==> config.mk <==
export PLATFORM = sky130hd
export DESIGN_NAME = bit_fifo
export DESIGN_NICKNAME = d
export VERILOG_FILES = /design/src/rtl/bit_fifo.sv
export SDC_FILE = /design/constraint.sdc
export NUM_CORES = 1
export LEC_CHECK = 0
export CAP_MARGIN = 0
export CORE_ASPECT_RATIO = 0.9
export CORE_MARGIN = 2
export CORE_UTILIZATION = 61
export DETAILED_ROUTE_END_ITERATION = 6
export MAX_ROUTING_LAYER = met4
export PLACE_DENSITY = 0.79
export REMOVE_ABC_BUFFERS = 1
export SYNTH_ARGS = -nofsm -noshare
export SYNTH_HDL_FRONTEND = slang
export SYNTH_SLANG_ARGS = --single-unit
==> constraint.sdc <==
create_clock -name clk -period 5.7 [get_ports clk]
set_clock_uncertainty 0.05 [all_clocks]
set_input_delay 0.855 -clock clk [delete_from_list [all_inputs] [get_ports clk]]
set_output_delay 0.855 -clock clk [all_outputs]
set_load 0.05 [all_outputs]
==> src/rtl/bit_fifo.sv <==
// Purpose: one-bit synchronous FIFO, pops up to two entries per cycle.
// Latency: a pushed bit is visible at the head / in count one cycle after push.
// Backpressure: none; a push while full is accepted only if a pop frees space.
`timescale 1ns/1ps
module bit_fifo #(
    parameter int DEPTH = 64
) (
    input  logic                     clk,
    input  logic                     rst,
    input  logic                     push,
    input  logic                     din,
    input  logic [1:0]               pop_num,
    output logic                     dout,
    output logic                     full,
    output logic                     empty,
    output logic [$clog2(DEPTH):0]   count
);

    localparam int AW = $clog2(DEPTH);
    localparam int CW = AW + 1;

    logic [DEPTH-1:0] mem;
    logic [AW-1:0]    rd_ptr;
    logic [AW-1:0]    wr_ptr;
    logic             accept;

    // pop_num must never exceed count; the caller clamps it
    assign full   = (count == CW'(DEPTH));
    assign empty  = (count == '0);
    assign dout   = mem[rd_ptr];
    assign accept = push && (!full || (pop_num != 2'd0));

    // Storage array, written only on an accepted push
    always_ff @(posedge clk) begin
        if (accept) begin
            mem[wr_ptr] <= din;
        end
    end

    // Pointers and occupancy; reset discards contents immediately
    always_ff @(posedge clk or negedge rst) begin
        if (!rst) begin
            rd_ptr <= '0;
            wr_ptr <= '0;
            count  <= '0;
        end else begin
            rd_ptr <= rd_ptr + AW'(pop_num);
            wr_ptr <= wr_ptr + AW'(accept);
            count  <= count + CW'(accept) - CW'(pop_num);
        end
    end

endmodule

After elaboration in Yosys (flattened, before gate mapping)
Cells that the tools add are included.

storage, ports and cells
  bits in writable memories = 0
  output and inout bits = 10
  latch bits = 0
  word-level logic and storage cells = 23
  ROM bits = 0
  input bits = 6
  memories = 0
  flip-flop bits (word level) = 83

operators by class
  bitwise gates (word level) = 0
  magnitude comparators = 3
  muxes and demuxes = 5
  div/mod/pow operators = 0
  equality and inequality tests = 1
  $mul = 0
  shift-type cells = 0
  add/sub/neg operators = 4
  reductions and logical operators = 6

operators by type and width
  kind                                                                                 number
  64-bit bitwise mux                                                                   1
  6-bit by 7-bit less-than comparator with 1-bit output, second input constant         2
  7-bit by 1-bit adder with 7-bit output                                               1
  7-bit equality test, second input constant                                           1
  7-bit logical NOT                                                                    1
  7-bit by 2-bit subtractor with 7-bit output                                          1
  6-bit by 1-bit adder with 6-bit output                                               1
  6-bit by 2-bit adder with 6-bit output                                               1
  1-bit binary-select mux with 6-bit select                                            1
  1-bit demux with 6-bit select                                                        1
  6-bit by 1-bit greater-or-equal comparator with 1-bit output, second input constant  1
  1-bit logical AND                                                                    2
  1-bit 2-to-1 mux                                                                     2
  2-bit nonzero test                                                                   1
  1-bit logical NOT                                                                    1
  1-bit logical OR                                                                     1

Longest topological paths before layout
Gate-level depths: netlist of run 1.

  depth after elaboration = 6
  mapped depth = 14

Worst setup path after synthesis of run 1
No wires, ideal clock.

  path type = register -> output
  start = register rd_ptr[0]
  end = output port dout
  slack = 2.673 ns
  arrival time = 2.122 ns
  data required time = 4.795 ns
  path buffers = 2
  stages on the path, launching flop included = 8
  path through = dfrtp_1 > buf_6 > buf_12 > mux4_2 > nand3_1 > nand3_1 > nor3_2 > nor4b_2

between the ends
  word-level cells in the longest chain between the ends = 2

RTL lines
  item                                       RTL line  RTL
  from (decl)                                23        logic [AW-1:0] rd_ptr;
  from (signal assigned)                     47        rd_ptr <= rd_ptr + AW'(pop_num);
  1-bit binary-select mux with 6-bit select  30        assign dout = mem[rd_ptr];
  1-bit 2-to-1 mux (not written as such)     30
  to (decl)                                  13        output logic dout,

Every way passes these cells. The select of a mux whose other input is x is not followed.

Final worst setup path of run 1
Same ends and word-level chain as after synthesis.

==> impl_metrics.env, run 1 <==
export IMPL_crit_path_max_incr_delay_ns=1.04
export IMPL_core_um2=6150
export IMPL_min_delay_start="count[0]"
export IMPL_overflow=0
export IMPL_min_period_over_period_pct=74.6
export IMPL_r2r_end="count[6]"
export IMPL_rsz0062_at_grt="false"
export IMPL_setup_tns_ns=0
export IMPL_track_usage_pct=23.1
export IMPL_max_freq_ghz=0.235
export IMPL_arrival_ns=3.35
export IMPL_finalHoldViolations=0
export IMPL_p_leak_uw=0.00151
export IMPL_outcome="complete, no violations"
export IMPL_final_antenna_net_count=0
export IMPL_reg2reg_slack_ns=2.76
export IMPL_crit_chain="mux4_1 > a22oi_1 > nand3_1 > nor3b_1 > nor4b_2 > clkdlybuf4s50_1"
export IMPL_cp_num_cells=6
export IMPL_start_util_pct=63.3
export IMPL_yosysWarnings=0
export IMPL_synthCells=289
export IMPL_n_antenna_cell=0
export IMPL_required_ns=4.80
export IMPL_synth_enable_flop_cells=64
export IMPL_cts_hold_buf=0
export IMPL_first_iter_violations=289
export IMPL_cp_end_kind="output port"
export IMPL_cts_root_buf="clkbuf_8"
export IMPL_hold_class="reg -> reg"
export IMPL_grt_pass1_wl_mm=11.5
export IMPL_synth_top_area_share_pct=49.4
export IMPL_critical_path_max_fanout=18
export IMPL_syn2layout_area_growth_pct=9.71
export IMPL_ir_drop_v=0.000443
export IMPL_grt_antenna_before_repair=0
export IMPL_ys_async_sr_fraction_pct=22.9
export IMPL_final_nets=324
export IMPL_cts_made_buffers=9
export IMPL_drv_cap=0
export IMPL_post_route_min_period_ns=4.25
export IMPL_clockBufferDepth=2
export IMPL_holdPathStages=1
export IMPL_vias=2266
export IMPL_power_total_uw=2160
export IMPL_max_slew_margin_pct=29.9
export IMPL_setup_viol=0
export IMPL_gp_congestion=0.773
export IMPL_die_width_um=88.2
export IMPL_drc=0
export IMPL_clk_pin_slew_ns=0.08
export IMPL_fillers=432
export IMPL_cts_tree="done"
export IMPL_dr_pass1_iters=4
export IMPL_drive_above_1_share_pct=10.4
export IMPL_grt_max_degree=65
export IMPL_routed_wl_mm=6.92
export IMPL_cts_sinks=83
export IMPL_power_density_nw_per_um2=506
export IMPL_cp_buffers_inverters=1
export IMPL_worstHoldEndpoint="count[0]"
export IMPL_clk_latency_ns=0.35
export IMPL_crit_type="reg -> out"
export IMPL_wire_per_inst_um=17.6
export IMPL_die_h_um=79.8
export IMPL_place_hpwl_mm=4.61
export IMPL_worstMarginPinSlew_ns=1.05
export IMPL_maxSlewViolCount=0
export IMPL_htreeDepth=3
export IMPL_io_pin_count=16
export IMPL_vias_per_cell=5.75
export IMPL_hold_ws_ns=0.487
export IMPL_fp_row_count=27
export IMPL_cp_top_family="flip-flops"
export IMPL_layout_commonest_cell="nor2_1"
export IMPL_synth_top_cells_by_area="edfxtp_1 (49%), dfrtp_1 (12%), nor2_1 (6.8%), mux4_2 (5.2%), ha_1 (4.5%)"
export IMPL_rr_startpoint="count[2]"
export IMPL_synthFlopType="edfxtp_1"
export IMPL_synthDistinctLibCells=36
export IMPL_synth_area_leader_cell="edfxtp_1"
export IMPL_r2r_cells=14
export IMPL_die_area_um2=7040
export IMPL_synth_seq_cells=83
export IMPL_syn_area_per_cell_um2=13.5
export IMPL_portBuffers=15
export IMPL_crit_slowest_cell="dfrtp_1"
export IMPL_mostFrequentLayoutCells="nor2_1 (71), edfxtp_1 (64), dfrtp_1 (19)"
export IMPL_start_kind="register"
export IMPL_cts_setup_buffers=0
export IMPL_syn_area_um2=3890
export IMPL_seq_area_frac_synth_pct=61.6
export IMPL_cts_resized=0
export IMPL_grt_pass1_vias=2257
[synth_stat cells, types with 5 or more instances]
cell type,instances
mux4_2,9
nor2b_1,5
nand3_1,13
clkbuf_1,6
ha_1,14
inv_1,12
nand2_1,14
dfrtp_1,19
xor2_1,8
edfxtp_1,64
nor2_1,71
xnor2_1,6
a21oi_1,6
mux4_1,6
[registers in the layout (all words and copies together), names as in the netlist]
register / count
wr_ptr: 6
mem: 64
count: 7
rd_ptr: 6
[metrics by stage]
step                      cells  setup WS [ns]  utilization, %  instance area (um^2)
after floorplan             275           2.42               -                  3800
after global placement      378           1.84            66.2                  4070
after detailed placement    378           1.79            66.2                  4070
after CTS                   394           1.40            69.5                  4270
after global routing        394           1.24            69.5                  4270
final                       394           1.45            69.5                  4270
[area by class of cell]
type / instances / area, um^2 / area share, %
clock inverters: 7 / 75.1 / 1.76
flip-flops and latches: 83 / 2400 / 56.1
inverters: 12 / 45.0 / 1.05
repair buffers: 16 / 158 / 3.69
well taps: 87 / 109 / 2.55
multi-input cells: 180 / 1360 / 31.9
clock buffers: 9 / 124 / 2.90
[worst register-to-register path, stage by stage (launching register included)]
cell       delay, ns
dfrtp_1         0.42
inv_1           0.10
ha_1            0.17
nand4bb_1       0.15
o41a_1          0.46
inv_1           0.09
ha_1            0.11
inv_1           0.04
ha_1            0.19
fa_1            0.40
a21oi_1         0.15
o21bai_1        0.10
a21oi_1         0.17
o21bai_1        0.09
xnor2_1         0.12
[worst max path at each step]
stage / end / startpoint
after detailed placement: dout / rd_ptr[0]
final: dout / rd_ptr[0]
after global routing: dout / rd_ptr[0]
after global placement: dout / rd_ptr[0]
after CTS: dout / rd_ptr[0]
after floorplan: dout / rd_ptr[0]
[report_power, final]
| part | switching, uW | internal, uW | leakage, uW |
|---|---|---|---|
| combinational | 462 | 361 | 0.000614 |
| sequential | 179 | 743 | 0.000800 |
| clock | 213 | 204 | 0.0000923 |
[layer usage]
| metal | wire, um | track usage, % |
|---|---|---|
| met3 | 372 | 6.83 |
| met4 | 72 | 5.91 |
| met1 | 3050 | 31.5 |
| met2 | 3430 | 34.6 |
| met5 | 0 | - |
[cells by family after synthesis]
family	synth area share (%)
mux	9.77
simple gates	13.3
fa+ha+maj	5.53
flops	61.6
compound gates	3.28
buf+inv	3.41
xor+xnor	3.15
(Power assumes the default switching activity.)
==> run 2, diff against run 1 <==
- CORE_UTILIZATION: 61 -> 54
- PLACE_DENSITY: 0.79 -> 0.74
- clock period: 5.7 -> 3.82 ns (I/O delays scaled with it)
==> run 2 against run 1 <==
  * Sequential share of layout area is 0.55 points lower
  * Die area is 12% higher
  * Clock power is 61% higher
  * Critical endpoint unchanged
  * Largest power group unchanged
  * Clock-buffer cell count is 4 higher
  * Global-route usage is 2.3 points lower
  * Critical path depth stayed put
  * First-iteration DRC count is 31% lower
  * Power is 53% higher
  * Combinational power is 57% higher
==> impl_metrics.env, run 2 (same netlist as run 1, synthesis figures left out) <==
export IMPL_outcome="complete, no violations"
export IMPL_die_area_um2=7900
export IMPL_largest_reg_flops=64
export IMPL_hold_ws_ns=0.456
export IMPL_final_nets=325
export IMPL_post_route_min_period_ns=3.62
export IMPL_vias=2219
export IMPL_routedLengthMet1_mm=3.24
export IMPL_crit_type="reg -> out"
export IMPL_power_density_nw_per_um2=765
export IMPL_setup_viol=0
export IMPL_ir_drop_v=0.000531
export IMPL_fp_row_count=29
export IMPL_vias_per_cell=5.53
export IMPL_clockBufferDepth=2
export IMPL_cts_root_buf="clkbuf_8"
export IMPL_grt_pass1_wl_mm=12.0
export IMPL_power_total_uw=3300
export IMPL_cp_end_kind="output port"
export IMPL_cts_sinks=83
export IMPL_wl_met2_mm=3.70
export IMPL_htreeDepth=3
export IMPL_max_freq_ghz=0.276
export IMPL_worstMarginPinSlew_ns=0.881
export IMPL_gp_congestion=0.759
export IMPL_reg2reg_slack_ns=0.83
export IMPL_clk_pin_slew_ns=0.08
export IMPL_first_iter_violations=199
export IMPL_drv_cap=0
export IMPL_arrival_ns=3.00
export IMPL_final_antenna_net_count=0
export IMPL_dr_wl_met3_um=282
export IMPL_grt_pass1_vias=2335
export IMPL_portBuffers=15
export IMPL_wire_per_inst_um=18.2
export IMPL_finalHoldViolations=0
export IMPL_top_layer="met4"
export IMPL_hold_class="reg -> reg"
export IMPL_place_hpwl_mm=5.04
export IMPL_overflow=0
export IMPL_max_slew_margin_pct=41.1
export IMPL_cts_setup_buffers=0
export IMPL_cts_resized=0
export IMPL_p_leak_uw=0.00153
export IMPL_core_um2=7000
export IMPL_layout_commonest_cell="nor2_1"
export IMPL_cts_tree="done"
export IMPL_cts_hold_buf=0
export IMPL_required_ns=3.20
export IMPL_track_usage_pct=20.8
export IMPL_die_h_um=84.5
export IMPL_min_period_over_period_pct=94.9
export IMPL_drc=0
export IMPL_fillers=532
export IMPL_dr_pass1_iters=4
export IMPL_critical_path_max_fanout=18
export IMPL_mostFrequentLayoutCells="nor2_1 (71), edfxtp_1 (64), dfrtp_1 (19)"
export IMPL_maxSlewViolCount=0
export IMPL_drive_above_1_share_pct=10.4
export IMPL_grt_antenna_before_repair=0
export IMPL_start_util_pct=55.6
export IMPL_syn2layout_area_growth_pct=10.8
export IMPL_rsz0062_at_grt="false"
export IMPL_reg_largest_list="mem x64, count x7"
export IMPL_cts_made_buffers=9
export IMPL_routed_wl_mm=7.30
export IMPL_top_register="mem"
export IMPL_die_width_um=93.5
export IMPL_clk_latency_ns=0.34
export IMPL_grt_max_degree=65
export IMPL_setup_tns_ns=0
export IMPL_io_pin_count=16
export IMPL_n_antenna_cell=0
export IMPL_start_kind="register"
==> run 2: changes by cell type in the layout (fill, tap and decap cells not counted), sizes merged <==
| cell | previous run | this run |
|---|---|---|
| buf | 1 | 2 |
| bufinv | 1 | 0 |
| clkbuf | 9 | 13 |
| clkinv | 1 | 0 |
| clkinvlp | 3 | 2 |
| inv | 14 | 13 |
==> run 2: path summary, 6_finish.rpt <==
kind	start	endpoint	cells after the start
min reg2reg	rd_ptr[0]	rd_ptr[0]	1
min in group asynchronous	rst	rd_ptr[0]	1
max	rd_ptr[1]	dout	6
min	rd_ptr[0]	rd_ptr[0]	1
max reg2reg	count[5]	count[6]	14
max in group asynchronous	rst	wr_ptr[3]	1
==> run 2: layout make-up <==
cell class                 instances  area (um^2)  area share, %
clock buffer                      13          203           4.70
inverter                          12         45.0           1.04
multi-input combinational        180         1360           31.6
sequential                        83         2400           55.6
tap                               93          116           2.70
timing repair buffer              17          165           3.83
clock inverter                     3         23.8          0.551
==> run 2: metrics by stage <==
step	cell area (um^2)	cells	worst slack, ns	util (%)
3_5_place_dp	4090	385	0.547	58.4
4_1_cts	4310	401	0.184	61.6
3_3_place_gp	4090	385	0.596	58.4
2_1_floorplan	3800	275	0.817	-
5_1_grt	4310	401	0.0697	61.6
6_report	4310	401	0.196	61.6
==> run 2: critical path: stages, from the launching register on <==
cell	delay, ns
dfrtp_1	0.87
mux4_2	0.40
a22oi_1	0.20
nand3_1	0.09
nor3b_1	0.29
nor4b_2	0.09
clkdlybuf4s50_1	0.71
==> run 2: metal layers <==
layer,up-vias,global-route usage (%)
met3,8,3.41
met4,0,7.22
li1,1062,-
met2,44,33.2
met5,-,-
met1,1105,27.4
==> run 2: power by group <==
part / internal [uW] / leakage, uW / switching (uW)
logic: 547 / 0.000619 / 747
registers: 1110 / 0.000800 / 224
clock network: 358 / 0.000108 / 314
